$ cat src/rtl/dmem_arbiter_if.sv
// Bus bundle between the two data-memory requesters, the arbiter and data_memory.
// The slave modport is the arbiter's view; master is the requester/memory-model view.
`ifndef WORD
`define WORD 64
`endif

interface dmem_arbiter_if #(
    parameter int unsigned DW = `WORD
);
    logic          p0_req;
    logic          p0_we;
    logic [DW-1:0] p0_addr;
    logic [DW-1:0] p0_wdata;
    logic          p0_ready;
    logic [DW-1:0] p0_rdata;
    logic          p0_stall;

    logic          p1_req;
    logic          p1_we;
    logic [DW-1:0] p1_addr;
    logic [DW-1:0] p1_wdata;
    logic          p1_ready;
    logic [DW-1:0] p1_rdata;

    logic          mem_read;
    logic          mem_write;
    logic [DW-1:0] mem_addr;
    logic [DW-1:0] mem_wdata;
    logic [DW-1:0] mem_rdata;

    modport slave (
        input  p0_req, p0_we, p0_addr, p0_wdata,
        input  p1_req, p1_we, p1_addr, p1_wdata,
        input  mem_rdata,
        output p0_ready, p0_rdata, p0_stall,
        output p1_ready, p1_rdata,
        output mem_read, mem_write, mem_addr, mem_wdata
    );

    modport master (
        output p0_req, p0_we, p0_addr, p0_wdata,
        output p1_req, p1_we, p1_addr, p1_wdata,
        output mem_rdata,
        input  p0_ready, p0_rdata, p0_stall,
        input  p1_ready, p1_rdata,
        input  mem_read, mem_write, mem_addr, mem_wdata
    );
endinterface

$ cat src/rtl/dmem_arbiter.sv
// Two-port arbiter/sequencer for the single-port data memory (MEM stage = port 0, loader = port 1).
// Define MEM_ARB_RR_EN for round-robin contention handling; otherwise port 0 has fixed priority.
`ifndef WORD
`define WORD 64
`endif

module dmem_arbiter #(
    parameter int unsigned DW  = `WORD,
    parameter int unsigned LAT = 1
) (
    input  logic           clk,
    input  logic           rst_n,
    dmem_arbiter_if.slave  bus
);
    localparam int unsigned CW = 3;

    typedef enum logic [1:0] {IDLE, BUSY, RESP} state_e;

    state_e        state_q, state_d;
    logic          owner_q, owner_d;
    logic          we_q, we_d;
    logic [DW-1:0] addr_q, addr_d;
    logic [DW-1:0] wdata_q, wdata_d;
    logic [DW-1:0] rdata0_q, rdata0_d;
    logic [DW-1:0] rdata1_q, rdata1_d;
    logic [CW-1:0] cnt_q, cnt_d;
    logic          rdy0_q, rdy0_d;
    logic          rdy1_q, rdy1_d;
    logic          grant_c;

`ifdef MEM_ARB_RR_EN
    // last_q holds the port that won the most recent contended arbitration
    logic          last_q, last_d;
    logic          both_c;

    always_comb begin
        both_c  = bus.p0_req & bus.p1_req;
        grant_c = both_c ? ~last_q : ~bus.p0_req;
    end
`else
    always_comb begin
        grant_c = ~bus.p0_req;
    end
`endif

    // Next-state and capture logic
    always_comb begin
        state_d  = state_q;
        owner_d  = owner_q;
        we_d     = we_q;
        addr_d   = addr_q;
        wdata_d  = wdata_q;
        rdata0_d = rdata0_q;
        rdata1_d = rdata1_q;
        cnt_d    = cnt_q;
        rdy0_d   = 1'b0;
        rdy1_d   = 1'b0;
`ifdef MEM_ARB_RR_EN
        last_d   = last_q;
`endif
        case (state_q)
            IDLE: begin
                if (bus.p0_req | bus.p1_req) begin
                    owner_d = grant_c;
                    we_d    = grant_c ? bus.p1_we    : bus.p0_we;
                    addr_d  = grant_c ? bus.p1_addr  : bus.p0_addr;
                    wdata_d = grant_c ? bus.p1_wdata : bus.p0_wdata;
                    cnt_d   = we_d ? '0 : CW'(LAT - 1);
                    state_d = BUSY;
`ifdef MEM_ARB_RR_EN
                    if (both_c) begin
                        last_d = grant_c;
                    end
`endif
                end
            end
            BUSY: begin
                if (cnt_q == '0) begin
                    if (!we_q) begin
                        if (owner_q) rdata1_d = bus.mem_rdata;
                        else         rdata0_d = bus.mem_rdata;
                    end
                    rdy0_d  = ~owner_q;
                    rdy1_d  = owner_q;
                    state_d = RESP;
                end else begin
                    cnt_d = cnt_q - CW'(1);
                end
            end
            RESP:    state_d = IDLE;
            default: state_d = IDLE;
        endcase
    end

    always_ff @(posedge clk or negedge rst_n) begin
        if (!rst_n) begin
            state_q  <= IDLE;
            owner_q  <= 1'b0;
            we_q     <= 1'b0;
            addr_q   <= '0;
            wdata_q  <= '0;
            rdata0_q <= '0;
            rdata1_q <= '0;
            cnt_q    <= '0;
            rdy0_q   <= 1'b0;
            rdy1_q   <= 1'b0;
`ifdef MEM_ARB_RR_EN
            last_q   <= 1'b1;
`endif
        end else begin
            state_q  <= state_d;
            owner_q  <= owner_d;
            we_q     <= we_d;
            addr_q   <= addr_d;
            wdata_q  <= wdata_d;
            rdata0_q <= rdata0_d;
            rdata1_q <= rdata1_d;
            cnt_q    <= cnt_d;
            rdy0_q   <= rdy0_d;
            rdy1_q   <= rdy1_d;
`ifdef MEM_ARB_RR_EN
            last_q   <= last_d;
`endif
        end
    end

    // Strobes decode straight from state so reset kills an in-flight access immediately
    assign bus.mem_read  = (state_q == BUSY) & ~we_q;
    assign bus.mem_write = (state_q == BUSY) & we_q;
    assign bus.mem_addr  = addr_q;
    assign bus.mem_wdata = wdata_q;

    assign bus.p0_ready  = rdy0_q;
    assign bus.p1_ready  = rdy1_q;
    assign bus.p0_rdata  = rdata0_q;
    assign bus.p1_rdata  = rdata1_q;
    assign bus.p0_stall  = bus.p0_req & ~rdy0_q;
endmodule

$ cat src/flat_wrapper.sv
// flat-port wrapper written by rule: the top's interface ports become plain ports
module dmem_arbiter_flat 
#(
    parameter int unsigned DW  = `WORD,
    parameter int unsigned LAT = 1
)
  (clk, rst_n, bus_p0_req, bus_p0_we, bus_p0_addr, bus_p0_wdata, bus_p1_req, bus_p1_we, bus_p1_addr, bus_p1_wdata, bus_mem_rdata, bus_p0_ready, bus_p0_rdata, bus_p0_stall, bus_p1_ready, bus_p1_rdata, bus_mem_read, bus_mem_write, bus_mem_addr, bus_mem_wdata);
  dmem_arbiter_if #(.DW(DW)) bus_i ();
  input  logic clk;
  input  logic rst_n;
  input wire logic [$bits(bus_i.p0_req)-1:0] bus_p0_req;
  input wire logic [$bits(bus_i.p0_we)-1:0] bus_p0_we;
  input wire logic [$bits(bus_i.p0_addr)-1:0] bus_p0_addr;
  input wire logic [$bits(bus_i.p0_wdata)-1:0] bus_p0_wdata;
  input wire logic [$bits(bus_i.p1_req)-1:0] bus_p1_req;
  input wire logic [$bits(bus_i.p1_we)-1:0] bus_p1_we;
  input wire logic [$bits(bus_i.p1_addr)-1:0] bus_p1_addr;
  input wire logic [$bits(bus_i.p1_wdata)-1:0] bus_p1_wdata;
  input wire logic [$bits(bus_i.mem_rdata)-1:0] bus_mem_rdata;
  output wire logic [$bits(bus_i.p0_ready)-1:0] bus_p0_ready;
  output wire logic [$bits(bus_i.p0_rdata)-1:0] bus_p0_rdata;
  output wire logic [$bits(bus_i.p0_stall)-1:0] bus_p0_stall;
  output wire logic [$bits(bus_i.p1_ready)-1:0] bus_p1_ready;
  output wire logic [$bits(bus_i.p1_rdata)-1:0] bus_p1_rdata;
  output wire logic [$bits(bus_i.mem_read)-1:0] bus_mem_read;
  output wire logic [$bits(bus_i.mem_write)-1:0] bus_mem_write;
  output wire logic [$bits(bus_i.mem_addr)-1:0] bus_mem_addr;
  output wire logic [$bits(bus_i.mem_wdata)-1:0] bus_mem_wdata;
  assign bus_i.p0_req = bus_p0_req;
  assign bus_i.p0_we = bus_p0_we;
  assign bus_i.p0_addr = bus_p0_addr;
  assign bus_i.p0_wdata = bus_p0_wdata;
  assign bus_i.p1_req = bus_p1_req;
  assign bus_i.p1_we = bus_p1_we;
  assign bus_i.p1_addr = bus_p1_addr;
  assign bus_i.p1_wdata = bus_p1_wdata;
  assign bus_i.mem_rdata = bus_mem_rdata;
  assign bus_p0_ready = bus_i.p0_ready;
  assign bus_p0_rdata = bus_i.p0_rdata;
  assign bus_p0_stall = bus_i.p0_stall;
  assign bus_p1_ready = bus_i.p1_ready;
  assign bus_p1_rdata = bus_i.p1_rdata;
  assign bus_mem_read = bus_i.mem_read;
  assign bus_mem_write = bus_i.mem_write;
  assign bus_mem_addr = bus_i.mem_addr;
  assign bus_mem_wdata = bus_i.mem_wdata;
  dmem_arbiter #(.DW(DW), .LAT(LAT)) u_core (.clk(clk), .rst_n(rst_n), .bus(bus_i));
endmodule
$ cat config.mk
export PLATFORM = sky130hd
export DESIGN_NAME = dmem_arbiter_flat
export DESIGN_NICKNAME = d
export VERILOG_FILES = /design/src/rtl/dmem_arbiter_if.sv /design/src/rtl/dmem_arbiter.sv /design/src/flat_wrapper.sv
export SDC_FILE = /design/constraint.sdc
export NUM_CORES = 1
export LEC_CHECK = 0
export ABC_AREA = 1
export CORE_AREA = 2 2 229 231
export DETAILED_ROUTE_END_ITERATION = 6
export DIE_AREA = 0 0 231 233
export SETUP_SLACK_MARGIN = 0.4
export SLEW_MARGIN = 10
export SYNTH_ARGS = -nofsm -noshare
export SYNTH_HDL_FRONTEND = slang
export SYNTH_SLANG_ARGS = --single-unit
$ cat constraint.sdc
create_clock -name clk -period 3.29 [get_ports clk]
set_input_delay 0.8225 -clock clk [delete_from_list [all_inputs] [get_ports clk]]
set_output_delay 0.8225 -clock clk [all_outputs]
set_load 0.005 [all_outputs]
==> reports/qor.yml, run 1 <==
timing:
  fmax_mhz: 365.7
  fin_crit_sh_pct: 83.13
  setup_viol: 0
  skew_ns: 0.01372
  period_needed_ns: 2.735
  slew_headroom_pct: 46.20
  finalHoldViolCount: 0
  rsz0062_at_grt: "false"
  fin_setup_tns_ns: 0
  slew_viol_final: 0
  worst-slew-pin-transition_ns: 0.8071
cts:
  cts_tree: "done"
  cts_root_buf: "clkbuf_16"
  cts-buffers-inserted: 29
  cts_num_sinks: 265
  holdBufCountCts: 0
  clock_path_buffers: 3
  htree_levels: 1
  clk_pin_slew_ns: 0.06
  insertion_delay_ns: 0.55
critical_path:
  start_kind: "flop"
  critPathRequiredTime_ns: 2.47
  r2r_cells: 6
  critPathCaptureType: "primary output"
  crit_arrival_ns: 1.91
  critPathTopFamily: "buffers and inverters"
  max_stage_delay_ns: 0.58
  cp_slowest_cell: "clkdlybuf4s50_1"
  crit_type: "reg2out"
  critPathBufInv: 2
  cp_cell_sequence: "inv_1 -> nand2_1 -> nor2_2 -> clkdlybuf4s50_1"
  path_max_fanout: 5
  crit_cells: 4
cells_and_area:
  synthToLayoutAreaGrowth_pct: 64.56
  fin_area_um2: 19220
  finalNonFillerCells: 2804
  drive_above_1_share_pct: 3.486
  nets: 2432
  fill_cells: 5314
placement:
  placed_cells: 2753
  place_area_um2: 18270
  io_buffers: 586
  routabilityCongestion: 0.8245
  hpwlAfterDp_um: 32790
global_routing:
  grt_max_degree: 136
  first_global_vias: 11890
  track_usage_pct: 16.08
  antenna_found_initial: 6
  grt_pass1_wl_um: 68410
  gr-total-overflow: 0
detailed_routing:
  wl_per_cell_um: 16.12
  ant_nets: 0
  drt_iter0_markers: 598
  drc_errors: 0
  routed_via_density: 4.228
  totalWireLength_um: 45190
  firstDrtPassIters: 4
  vias: 11860
power:
  power.density_nw_per_um2: 840.5
  design_power_total_mw: 16.15
  vdd.ir_drop.worst_uv: 432.6
  p_leak_nw: 9.573
floorplan:
  die_x_um: 231
  die_area_um2: 53820
  num_rows: 83
  start_util_pct: 22.86
  die_h_um: 233
  core_area_um2: 51090
  io_pins: 587
synthesis:
  avgSynthCellArea_um2: 7.491
  synth.cell_area_um2: 11680
  synth-seq-area-share_pct: 56.78
  ys_top_cells_by_area: "dfrtp_1 (57%), nand2_1 (36%), nand3_1 (3.0%), buf_2 (2.1%), clkbuf_1 (1.2%)"
  syn_inst: 1559
  ys_warn_count: 0
  syn_nets: 1887
  yosys.area.top_type: "dfrtp_1"
  synth-seq-cells: 265
  synth.distinct_cells: 15
  netlist.area_leader.share_pct: 56.78
job:
  maxCapViolations: 0
status:
  outcome: "finished clean"
min_path:
  hp-class: "in2async"
## worst register-to-register path: stages, from the launching register on
cell     delay, ns
dfrtp_1       0.40
nor2_1        0.31
o21ai_4       0.14
inv_4         0.30
buf_12        0.36
nand2_1       0.26
nand2_1       0.08
## cell families (layout without fill, tap and decap cells)
family / after synthesis / in the layout / share of synthesized area (%)
simple gates: 1188 / 1188 / 38.97
flops: 265 / 265 / 56.78
buf+inv: 101 / 665 / 3.782
fa+ha+maj: 2 / 2 / 0.2142
compound gates: 2 / 2 / 0.1821
xor+xnor: 1 / 1 / 0.07501
other cells: 0 / 1 / 0
## where the power goes
part           leakage, nW  total [mW]  switching (mW)  internal [mW]
sequential            3.28        5.72           0.896           4.83
combinational         5.83        7.21            3.38           3.82
clock                0.458        3.23            1.33           1.90
total                 9.57        16.2            5.60           10.5
## metrics by stage
step / hold WS, ns / setup WS (ns) / util [%]
2_1_floorplan: 0.4654 / 1.079 / -
3_3_place_gp: 0.4527 / 0.8604 / 35.77
3_5_place_dp: 0.4570 / 0.8075 / 35.77
4_1_cts: 0.2571 / 0.4629 / 37.60
5_1_grt: 0.2826 / 0.4531 / 37.61
6_report: 0.2574 / 0.5551 / 37.61
## what timing repair did
item                       4_1_cts  5_1_grt
resized for setup                0        1
setup endpoints to repair        0        1
setup buffers                    0        0
## cell usage in the layout (no fill, tap or decap)
cell,Yosys,layout
buf_12,0,9
buf_4,0,9
buf_8,0,1
bufinv_16,0,2
clkbuf_1,37,4
clkbuf_16,0,29
clkbuf_8,0,6
clkdlybuf4s50_1,0,584
clkinv_2,0,5
clkinv_4,0,1
clkinvlp_4,0,3
dfrtp_1,265,265
diode_2,0,1
ha_1,2,2
inv_1,11,10
inv_4,0,2
nand2_1,1106,1105
nand2_2,0,1
nand3_1,70,69
nand3_2,0,1
nor2_1,10,7
nor2_2,1,1
nor2_4,0,3
nor3_1,1,1
o21ai_0,1,1
o21ai_4,1,1
xor2_1,1,1
## state kept, by name (all words and copies together) (netlist names)
signal,flops
u_core.we_q,1
u_core.cnt_q,3
u_core.state_q,2
u_core.bus.mem_addr,64
u_core.owner_q,1
u_core.bus.p0_rdata,64
u_core.bus.p1_rdata,64
u_core.bus.mem_wdata,64
u_core.bus.p0_ready,1
u_core.bus.p1_ready,1
## area by class of cell
class / count / area [um2] / area share [%]
clock buffers: 39 / 823.3 / 4.284
well taps: 680 / 850.8 / 4.427
multi-input cells: 1193 / 4636 / 24.12
diodes: 1 / 2.502 / 0.01302
clock inverters: 11 / 116.4 / 0.6055
inverters: 12 / 50.05 / 0.2604
repair buffers: 603 / 6108 / 31.78
flip-flops and latches: 265 / 6631 / 34.51
## cell usage after synthesis, drive strengths merged
master,instances
nor3,1
nand2,1106
xor2,1
nand3,70
nor2,11
dfrtp,265
buf,52
ha,2
clkbuf,37
inv,12
o21ai,2
## layer usage
layer | global-route usage [%] | up-vias | wire length, um
li1 | - | 5793 | -
met1 | 19.45 | 5539 | 18330
met2 | 27.82 | 455 | 21810
met3 | 4.657 | 64 | 3967
met4 | 4.355 | 4 | 1067
met5 | 0 | - | 24
## worst paths after layout
check | startpoint | endpoint | slack [ns]
min | rst_n | u_core.bus.p1_rdata[22]$_DFFE_PN0P_ | 0.26
min in group clk | u_core.bus.p0_rdata[8]$_DFFE_PN0P_ | u_core.bus.p0_rdata[8]$_DFFE_PN0P_ | 0.47
max | u_core.state_q[1]$_DFFE_PN0P_ | bus_mem_read | 0.56
max in group asynchronous | rst_n | u_core.bus.mem_wdata[26]$_DFFE_PN0P_ | 2.27
max reg2reg | u_core.state_q[0]$_DFFE_PN0P_ | u_core.bus.mem_wdata[15]$_DFFE_PN0P_ | 1.39
min reg2reg | u_core.bus.p0_rdata[8]$_DFFE_PN0P_ | u_core.bus.p0_rdata[8]$_DFFE_PN0P_ | 0.47
Note: power is estimated with default switching activity, not from simulation.
==> run 2: changes to the inputs <==
CORE_AREA = 2 2 230 232   (was 2 2 229 231)
DIE_AREA = 0 0 232 234   (was 0 0 231 233)
clock period = 2.6 ns   (was 3.29 ns; I/O delays follow)
==> run 2 against run 1 <==
  * Design area grew 1.6%
  * Highest routed layer unchanged
  * Critical path type unchanged
  * Combinational power rose by 30%
  * Clock skew shrank 0.0034 ns
  * Register-to-register slack lost 0.72 ns
  * Clock-buffer cell count increased by 3
  * Via count rose by 0.30%
  * Hold slack improved by 0.21 ns
  * First-iteration DRC count rose by 12%
  * Clock power up 41%
==> reports/qor.yml, run 2 (same netlist as run 1, synthesis figures left out) <==
timing:
  slew_viol_final: 0  # unchanged
  period_needed_ns: 2.134
  fin_setup_tns_ns: 0  # unchanged
  layout_setup_ws_ns: 0.4659  # -0.08925 ns
  worst-slew-pin-transition_ns: 0.6752  # -0.1318 ns
  rsz0062_at_grt: "false"
  finalHoldViolCount: 0  # unchanged
  skew_ns: 0.01029  # -0.003435 ns
  slew_headroom_pct: 54.88  # +8.7 points
  fin_crit_sh_pct: 82.08
  fmax_mhz: 468.6
  setup_viol: 0  # unchanged
cells_and_area:
  finalNonFillerCells: 2830  # +0.93%
  synthToLayoutAreaGrowth_pct: 67.21
  layout_commonest_cell: "nand2_1"
  fill_cells: 5365  # +0.96%
  nets: 2447  # +0.62%
  final_cell_mix: "nand2_1 (1104), clkdlybuf4s50_1 (571), dfrtp_1 (264)"
  drive_above_1_share_pct: 4.622  # +1.1 points
  multi_input_area_um2: 4651  # +0.32%
  final_core_util_pct: 37.53  # -0.079 points
  diodes: 0  # -1
  register_area_um2: 6633  # about the same
power:
  switching_share_pct: 34.29  # -0.41 points
  design_power_total_mw: 21.15  # +31%
  pwr-share-clk_pct: 21.4  # +1.4 points
  power.density_nw_per_um2: 1083  # +29%
  p_switching_mw: 7.250  # +29%
  power_frac_seq_pct: 34.3  # -1.1 points
  comb_power_share_pct: 44.3  # -0.3 points
  p_leak_nw: 9.794  # +2.3%
  p_int_mw: 13.90  # +32%
  vdd.ir_drop.worst_uv: 482.0  # +11%
detailed_routing:
  firstDrtPassIters: 5  # +1
  drt_iter0_markers: 672  # +12%
  drc_errors: 0  # unchanged
  ant_nets: 0  # unchanged
  routed_via_density: 4.202  # -0.62%
  wl_per_cell_um: 15.53  # -3.6%
  vias: 11890  # +0.30%
  totalWireLength_um: 43960  # -2.7%
floorplan:
  die_area_um2: 54290  # +0.86%
  start_util_pct: 22.45  # -0.41 points
  die_x_um: 232  # +0.43%
  core_area_um2: 52020  # +1.8%
  num_rows: 84  # +1.2%
  die_h_um: 234  # +0.43%
  io_pins: 587  # unchanged
placement:
  placed_cells: 2774  # +0.76%
  hpwlAfterDp_um: 32460  # -1.0%
  io_buffers: 586  # unchanged
  dp_slack_ns: 0.3808  # -0.4267 ns
  routabilityCongestion: 0.8624  # +4.6%
critical_path:
  cp_slowest_cell: "clkdlybuf4s50_1"
  max_stage_delay_ns: 0.56  # -0.02 ns
  crit_type: "reg2out"
  cp_cell_sequence: "clkdlybuf4s50_1"
  start_kind: "flop"
  critPathCaptureType: "primary output"
  critPathTopFamily: "buffers and inverters"
  path_max_fanout: 2  # -3
  critPathRequiredTime_ns: 1.95  # -0.52 ns
  crit_arrival_ns: 1.48  # -0.43 ns
  critPathBufInv: 1  # -1
cts:
  cts-buffers-inserted: 30  # +3.4%
  htree_levels: 1  # unchanged
  cts_num_sinks: 265  # unchanged
  clock_path_buffers: 3  # unchanged
  clk_pin_slew_ns: 0.06  # about the same
  insertion_delay_ns: 0.56  # about the same
  cts_root_buf: "clkbuf_16"
  cts_tree: "done"
global_routing:
  grt_pass1_wl_um: 66120  # -3.3%
  track_usage_pct: 15.36  # -0.72 points
  antenna_found_initial: 2  # -4
  gr-total-overflow: 0  # unchanged
  first_global_vias: 11930  # +0.33%
  grt_max_degree: 130  # -4.4%
job:
  maxCapViolations: 0  # unchanged
status:
  outcome: "finished clean"
min_path:
  hp-class: "reg2reg"
## run 2: path summary, 6_finish.rpt
kind                                                startpoint                                  end  slack [ns]  cells after the start
hold / removal             u_core.bus.p1_rdata[54]$_DFFE_PN0P_  u_core.bus.p1_rdata[54]$_DFFE_PN0P_        0.47                      2
min in group asynchronous                                rst_n   u_core.bus.p0_rdata[4]$_DFFE_PN0P_        0.59                      2
max in group asynchronous                                rst_n  u_core.bus.mem_addr[11]$_DFFE_PN0P_        1.23                      3
setup reg to reg                   u_core.cnt_q[0]$_DFFE_PN0P_  u_core.bus.p0_rdata[13]$_DFFE_PN0P_        0.67                      6
hold reg to reg            u_core.bus.p1_rdata[54]$_DFFE_PN0P_  u_core.bus.p1_rdata[54]$_DFFE_PN0P_        0.47                      2
setup / recovery           u_core.bus.mem_wdata[4]$_DFFE_PN0P_                     bus_mem_wdata[4]        0.47                      1
## run 2: cell type report
cell class | count | area share [%]
Clock inverter | 13 | 0.9034
Timing Repair Buffer | 617 | 32.06
Inverter | 12 | 0.2563
Tap cell | 688 | 4.408
Multi-Input combinational cell | 1193 | 23.82
Clock buffer | 42 | 4.594
Sequential cell | 265 | 33.97
## run 2: stage by stage
step	area (um2)	hold WS (ns)
global route	19530	0.4803
detailed placement	18430	0.4571
global placement	18430	0.4519
floorplan	11680	0.3544
finish	19530	0.4680
CTS	19510	0.4722
## run 2: power groups by stage
stage	clock network [mW]	logic, mW	registers [mW]
5_1_grt	4.85	10.3	7.51
2_1_floorplan	0	3.22	7.32
4_1_cts	4.69	9.53	7.26
3_5_place_dp	0	9.55	7.26
3_3_place_gp	0	9.45	7.23
6_report	4.54	9.36	7.25
## run 2: routing by layer
layer / wire (um) / track usage, % / up-vias / share of wire (%)
met5: 30 / 0 / - / 0.068
met4: 1437 / 5.609 / 4 / 3.3
met3: 3835 / 4.694 / 82 / 8.7
met2: 20950 / 26.38 / 443 / 48
met1: 17710 / 18.07 / 5539 / 40
li1: - / - / 5823 / -
## run 2: timing repair
item,in CTS,in global routing
setup endpoints to repair,10,5
pin swaps,1,0
hold buffers,1,0
buffers inserted,0,0
cloned,0,0
gates resized for setup,15,9
hold endpoints to repair,31,0
